## config.mk

```make
export PLATFORM = sky130hd
export DESIGN_NAME = mem_wb_skid_reg
export DESIGN_NICKNAME = d
export VERILOG_FILES = /design/src/rtl/mem_wb_skid_reg_pkg.sv /design/src/rtl/mem_wb_entry_reg.sv /design/src/rtl/mem_wb_skid_reg.sv
export SDC_FILE = /design/constraint.sdc
export NUM_CORES = 1
export LEC_CHECK = 0
export BUFFER_PORTS_ARGS = -buffer_cell sky130_fd_sc_hd__buf_2
export CORE_ASPECT_RATIO = 1.1
export CORE_MARGIN = 10
export CORE_UTILIZATION = 50
export CTS_BUF_LIST = sky130_fd_sc_hd__clkbuf_8
export CTS_CLUSTER_DIAMETER = 200
export CTS_CLUSTER_SIZE = 30
export DETAILED_ROUTE_END_ITERATION = 16
export GPL_ROUTABILITY_DRIVEN = 0
export PLACE_DENSITY = 0.79
export SYNTH_ARGS = -nofsm -noshare
export SYNTH_HDL_FRONTEND = slang
export SYNTH_SLANG_ARGS = --single-unit
```

## constraint.sdc

```tcl
create_clock -name clock -period 7.9 [get_ports clock]
set_input_delay 0.395 -clock clock [delete_from_list [all_inputs] [get_ports clock]]
set_output_delay 0.395 -clock clock [all_outputs]
set_load 0.005 [all_outputs]
```

## src/rtl/mem_wb_skid_reg_pkg.sv

```systemverilog
// ---------------------------------------------------------------------------
// mem_wb_skid_reg_pkg
// Shared definitions for the MEM/WB stage register of the pipelined MIPS core.
//   ControlSignal : control bundle produced by decode and carried down the pipe
//   OPC_BEQ       : opcode of the beq instruction
//   OPC_W/OPC_LSB : width and position of the opcode field in an instruction
//   FUNCT_W       : width of the funct field (instruction bits [FUNCT_W-1:0])
//   CS_W          : width of the packed ControlSignal bundle
// ---------------------------------------------------------------------------
package mem_wb_skid_reg_pkg;

   typedef struct packed {
      logic       regDst;
      logic       aluSrc;
      logic       memToReg;
      logic       regWrite;
      logic       memRead;
      logic       memWrite;
      logic       branch;
      logic       jump;
      logic [3:0] aluOp;
      logic       syscall_sig;
   } ControlSignal;

   localparam int          CS_W    = $bits(ControlSignal);
   localparam int          OPC_W   = 6;
   localparam int          OPC_LSB = 26;
   localparam int          FUNCT_W = 6;
   localparam logic [5:0]  OPC_BEQ = 6'b000100;

endpackage

```

## src/rtl/mem_wb_entry_reg.sv

```systemverilog
// ---------------------------------------------------------------------------
// mem_wb_entry_reg
// One valid bit plus a payload word. State changes on the falling clock edge.
//   clock, reset : falling-edge clock, asynchronous active-high reset
//   flush        : clears the valid bit (highest priority)
//   load         : captures d and marks the entry valid
//   clear        : marks the entry empty (ignored when load is also high)
//   d            : payload to capture
//   q_valid, q   : current valid bit and payload
// The payload only changes on load, so it stays stable while held.
// ---------------------------------------------------------------------------
module mem_wb_entry_reg #(
   parameter int W = 8
) (
   input  logic         clock,
   input  logic         reset,
   input  logic         flush,
   input  logic         load,
   input  logic         clear,
   input  logic [W-1:0] d,
   output logic         q_valid,
   output logic [W-1:0] q
);

   always_ff @(negedge clock or posedge reset) begin
      if (reset) begin
         q_valid <= 1'b0;
         q       <= '0;
      end else begin
         if (flush)
            q_valid <= 1'b0;
         else if (load)
            q_valid <= 1'b1;
         else if (clear)
            q_valid <= 1'b0;

         if (load && !flush)
            q <= d;
      end
   end

endmodule

```

## src/rtl/mem_wb_skid_reg.sv

```systemverilog
// ---------------------------------------------------------------------------
// mem_wb_skid_reg
// MEM/WB pipeline register with valid/ready handshake, optional two-entry
// skid buffer, synchronous flush, sticky syscall halt and a retire counter.
// All state updates on the falling edge of clock.
//   clock, reset          : pipeline clock, async active-high reset
//   flush                 : drop held entries and any same-edge input
//   in_valid / in_ready   : MEM-side handshake
//   in_ins, in_cs, in_alu_res, in_mem_data, in_pc_plus4, in_write_reg
//                         : entry payload from MEM
//   out_valid / out_ready : writeback-side handshake
//   out_cs, out_alu_res, out_mem_data, out_pc_plus4, out_write_reg
//                         : payload of the oldest entry (main register)
//   out_func, out_is_beq  : funct field and beq decode of that entry
//   wb_data, wb_en        : pre-muxed writeback / forwarding port
//   halted                : sticky, set when a syscall entry is accepted
//   retired_count         : number of output handshakes, wraps
//
// Handshake: a transfer happens on a falling edge where valid and ready are
// both high; valid never depends on ready, and once out_valid is high the
// presented entry is held unchanged until out_ready takes it.
// ---------------------------------------------------------------------------
module mem_wb_skid_reg
   import mem_wb_skid_reg_pkg::*;
#(
   parameter int XLEN  = 32,
   parameter int REG_W = 5,
   parameter int CNT_W = 32,
   parameter int SKID  = 1
) (
   input  logic             clock,
   input  logic             reset,
   input  logic             flush,
   input  logic             in_valid,
   output logic             in_ready,
   input  logic [XLEN-1:0]  in_ins,
   input  ControlSignal     in_cs,
   input  logic [XLEN-1:0]  in_alu_res,
   input  logic [XLEN-1:0]  in_mem_data,
   input  logic [XLEN-1:0]  in_pc_plus4,
   input  logic [REG_W-1:0] in_write_reg,
   output logic             out_valid,
   input  logic             out_ready,
   output ControlSignal     out_cs,
   output logic [XLEN-1:0]  out_alu_res,
   output logic [XLEN-1:0]  out_mem_data,
   output logic [XLEN-1:0]  out_pc_plus4,
   output logic [REG_W-1:0] out_write_reg,
   output logic [5:0]       out_func,
   output logic             out_is_beq,
   output logic [XLEN-1:0]  wb_data,
   output logic             wb_en,
   output logic             halted,
   output logic [CNT_W-1:0] retired_count
);

   // Only the opcode and funct fields of the instruction are ever needed
   // downstream, so only those are stored.
   typedef struct packed {
      logic [OPC_W-1:0]   opc;
      logic [FUNCT_W-1:0] funct;
      ControlSignal       cs;
      logic [XLEN-1:0]    alu_res;
      logic [XLEN-1:0]    mem_data;
      logic [XLEN-1:0]    pc_plus4;
      logic [REG_W-1:0]   write_reg;
   } payload_t;

   localparam int PAY_W = $bits(payload_t);

   payload_t           in_pay;
   payload_t           main_pay;
   logic [PAY_W-1:0]   main_d;
   logic [PAY_W-1:0]   main_q;
   logic [PAY_W-1:0]   skid_q;
   logic               main_valid;
   logic               skid_valid;
   logic               accept;
   logic               retire;
   logic               main_free;
   logic               main_load;
   logic               ins_unused;

   assign ins_unused = ^in_ins;

   always_comb begin
      in_pay           = '0;
      in_pay.opc       = in_ins[OPC_LSB +: OPC_W];
      in_pay.funct     = in_ins[FUNCT_W-1:0];
      in_pay.cs        = in_cs;
      in_pay.alu_res   = in_alu_res;
      in_pay.mem_data  = in_mem_data;
      in_pay.pc_plus4  = in_pc_plus4;
      in_pay.write_reg = in_write_reg;
   end

   assign accept    = in_valid & in_ready;
   assign retire    = main_valid & out_ready;
   // Main can take a new entry when it is empty or being drained this edge.
   assign main_free = ~main_valid | retire;

   // The skid entry is always older than the incoming one, so it has
   // priority for the main slot.
   assign main_load = main_free & (skid_valid | accept);
   assign main_d    = skid_valid ? skid_q : in_pay;

   mem_wb_entry_reg #(.W(PAY_W)) u_main (
      .clock   (clock),
      .reset   (reset),
      .flush   (flush),
      .load    (main_load),
      .clear   (retire),
      .d       (main_d),
      .q_valid (main_valid),
      .q       (main_q)
   );

   generate
      if (SKID != 0) begin : g_skid
         logic skid_load;
         logic skid_clr;

         // in_ready is low whenever skid holds data, so an accept only
         // lands here when main is occupied and not draining.
         assign skid_load = accept & ~main_free;
         assign skid_clr  = main_free & skid_valid;
         // Registered-only ready: no combinational path from out_ready.
         assign in_ready  = ~skid_valid & ~halted;

         mem_wb_entry_reg #(.W(PAY_W)) u_skid (
            .clock   (clock),
            .reset   (reset),
            .flush   (flush),
            .load    (skid_load),
            .clear   (skid_clr),
            .d       (in_pay),
            .q_valid (skid_valid),
            .q       (skid_q)
         );
      end else begin : g_noskid
         assign skid_valid = 1'b0;
         assign skid_q     = '0;
         assign in_ready   = main_free & ~halted;
      end
   endgenerate

   // A retire on a flush edge has still completed, so it is counted.
   always_ff @(negedge clock or posedge reset) begin
      if (reset) begin
         halted        <= 1'b0;
         retired_count <= '0;
      end else begin
         if (accept && in_cs.syscall_sig)
            halted <= 1'b1;
         if (retire)
            retired_count <= retired_count + CNT_W'(1);
      end
   end

   assign main_pay      = payload_t'(main_q);
   assign out_valid     = main_valid;
   assign out_cs        = main_pay.cs;
   assign out_alu_res   = main_pay.alu_res;
   assign out_mem_data  = main_pay.mem_data;
   assign out_pc_plus4  = main_pay.pc_plus4;
   assign out_write_reg = main_pay.write_reg;
   assign out_func      = main_pay.funct;
   assign out_is_beq    = (main_pay.opc == OPC_BEQ);
   assign wb_data       = main_pay.cs.memToReg ? main_pay.mem_data : main_pay.alu_res;
   assign wb_en         = main_valid & main_pay.cs.regWrite & (main_pay.write_reg != '0);

endmodule
```

==> summary.txt <==
Final layout
  • Finished Cell Area: 14600 sq um
  • Area of the multi-input gates: between 4000 and 5000 sq um
  • Most common cell after layout, fill and taps aside: buf_2
  • FF/Latch Area: 7180 sq um
  • Nets: 1434
  • Layout fillers: ~2200
  • Syn-to-layout area delta: 8.99%
  • Non-filler cells, final: 1640
  • Layout cells sized above 1: 0.393
  • Most frequent cells in the layout: 319 x buf_2, 287 x dfrtn_1, 137 x nand2_1

STA
  • Setup TNS: 0 ps
  • RSZ-0062 raised after global routing: false
  • Final hold slack: 422 ps
  • Setup Skew: 25.5 ps
  • Final Hold Vio Count: 0
  • Final count of pins violating max slew: 0
  • Actual slew at the worst max-slew pin: roughly 1100 ps
  • Worst rel slew slack: 0.255
  • Final-report setup violation count: 0

Floorplanning
  • Top Ports: 340
  • Rows: 62
  • Die height: 192 um
  • Core ar.: 26200 sq um
  • Initial Util: 0.510
  • Die ar.: 33700 sq um
  • Die W: 176 um

Place
  • Area of placed instances: roughly 14000 sq um
  • Port Buffers: 319
  • Placed Cells: 1619
  • DP HPWL: 21500 um

Power and ir drop
  • Comb pwr share: 0.173
  • Switching share of power: 0.276
  • Pwr Density: 193 nW/um^2
  • Reg power frac: 0.618
  • Sw power: 0.778 mW
  • Peak VDD IR: between 0.1 and 0.15 mV
  • Cell Int Power: a little over 2 mW
  • LEAKAGE: 7.41 nW
  • Clock Power Share: 0.209

Synth
  • Post-synth EDFFs: 0
  • Distinct cell type count after synthesis: 34
  • Syn Nets: around 1300
  • Fraction of the mapped netlist area in adder cells: 0.000936
  • Post-synthesis xor/xnor area fraction: 0.0203
  • Synth Area per Inst: 11.9 sq um
  • Cell Area, Synth: around 13000 sq um
  • Main combinational cell family by area after synthesis: multiplexers
  • Simple-Gate Fraction of Synth Area: 0.0658
  • Compound-Gate Fraction of Synth Area: 0.0498
  • YS warnings: 0
  • Mux share of post-synthesis cell area: 0.235
  • Register bit count reported by yosys: roughly 290
  • Top FF cell, synth: dfrtn_1
  • Seq/Total Area, Yosys: 0.537
  • Synthesized instance count: 1122
  • Ys async rst share: 1.00

Setup path
  • CP max FO: 22
  • Type of origin of the critical path: flop
  • Worst path cell trace: buf_4, mux2_2, buf_2
  • Reg-to-reg startpoint: g_skid.u_skid.q_valid
  • Bufs and invs on worst path: 2
  • Reg2Reg Depth: 5
  • Cell family with most CP delay: flip-flops
  • R2r endpoint: g_skid.u_skid.q[78]
  • R2r setup slk: 4730 ps
  • Critical Path RT: 7510 ps
  • Critical path capture point type: primary output
  • Worst stage delay on the critical path: approximately 830 ps
  • Critical Path AT: 6290 ps
  • Critical Setup Path Class: flop to primary output
  • Slowest cell on crit path: dfrtn_1

Clock network
  • Worst-path clk slew: 100 ps
  • # hold bufs at CTS: 0
  • Number of setup buffers added after CTS: 0
  • Clk_lat worst skew: 520 ps
  • CTS Buffer Depth: 3
  • CTS tree: built
  • Post-cts sizing count: 0
  • Num CTS Buffers: 13
  • Root Buffer: clkbuf_8
  • Clock Sink Count: 287
  • H-tree depth: 1

Route
  • Drc violations: 0
  • Initial DRT Pass Iterations: 4
  • Met3 Wirelength: 2550 um
  • Final wirelength: 30500 um
  • Via-per-instance ratio: 5.24
  • Via count: 8587
  • DRT antenna net count: 0
  • Met2 WL: approximately 14000 um
  • Routed wire length per instance: 18.6 um
  • M1 wire length: 12800 um
  • Uppermost layer routed: met5
  • Initial DRC count: 639

Global route
  • Remaining global-route overflow: 0
  • Largest net degree at the start of global routing: 137
  • Initial antenna violation count: 9
  • All-Layer GR Usage: 0.174
  • First-pass GRT wire length: between 40000 and 50000 um
  • Vias in the first global route: 8935

Hold path
  • Min-delay worst type: flop to flop
  • Hold endpoint: u_main.q[5]
  • Hold_sp: u_main.q[5]
  • WHS Path Cells: 2

Run status
  • Outcome: complete, no violations

Run
  • Max cap viols: 0
sequential cells by signal (all words and copies together) (netlist names):
register,cells
retired_count,32
halted,1
g_skid.u_skid.q,126
u_main.q,126
g_skid.u_skid.q_valid,1
u_main.q_valid,1
metal layers:
layer  vias up  global-route usage
met3        40              0.0551
met1      4241               0.220
met5         -                   0
met2       270               0.284
li1       4032                   -
met4         4              0.0480
final cells by class:
type,instances,area share
inverters,6,0.00180
repair buffers,327,0.119
multi-input cells,647,0.342
flip-flops and latches,287,0.493
diodes,7,0.00120
clock buffers,13,0.0123
clock inverters,1,0.00112
well taps,352,0.0302
worst register-to-register path, delay by kind of cell, from the launching register on:
kind                   cells  cell delay [ps]
buffers and inverters      2             1050
flip-flops                 1              490
multiplexers               1              520
AND/OR/NAND/NOR            2              950
power groups by stage:
| stage | Clock [mW] | Sequential (mW) | Combinational, mW |
|---|---|---|---|
| global route | 0.669 | 1.76 | 0.553 |
| global placement | 0 | 1.76 | 0.487 |
| CTS | 0.618 | 1.74 | 0.502 |
| detailed placement | 0 | 1.77 | 0.502 |
| floorplan | 0 | 1.73 | 0.396 |
| finish | 0.588 | 1.74 | 0.487 |
synth_stat cells, drive strengths merged (2+ instances only):
cell	instances	share of area
and2	3	0.0014
and3	6	0.0028
buf	147	0.079
clkbuf	35	0.0098
dfrtn	287	0.54
inv	6	0.0017
mux2	158	0.14
mux2i	126	0.094
nand2	137	0.038
nand2b	2	0.00094
nand3	14	0.0052
nand4	11	0.0051
nor2	8	0.0022
nor3	7	0.0026
nor4	5	0.0028
o21ai	127	0.048
or4	2	0.0011
xnor2	22	0.014
xor2	9	0.0059
stage by stage:
step,worst slack (ps),total power [mW],utilization
floorplan,-92.9,2.12,-
global placement,1380,2.25,0.548
detailed placement,1360,2.27,0.548
CTS,1130,2.86,0.555
global route,1060,2.99,0.555
finish,1210,2.82,0.556
cells by family (layout without fill, tap and decap cells):
logic type,after synthesis,count (layout)
AOI/OAI and AO/OA,131,131
adders and majority gates,1,1
DFF,287,287
other,0,7
muxes,284,284
buffers and inverters,188,347
xor gates and xnor gates,31,31
and+or+nand+nor,200,200
how the worst max path moves through the flow:
stage / endpoint / slack [ps] / depth (start not counted) / from
floorplan: g_skid.u_skid.q[0] / -90 / 1 / reset
global placement: g_skid.u_skid.q[49] / 1380 / 5 / out_ready
detailed placement: g_skid.u_skid.q[53] / 1360 / 5 / out_ready
CTS: wb_data[23] / 1130 / 3 / u_main.q[111]
global route: wb_data[31] / 1060 / 3 / u_main.q[111]
finish: wb_data[23] / 1210 / 3 / u_main.q[111]
Power figures use the tool's default switching activity.
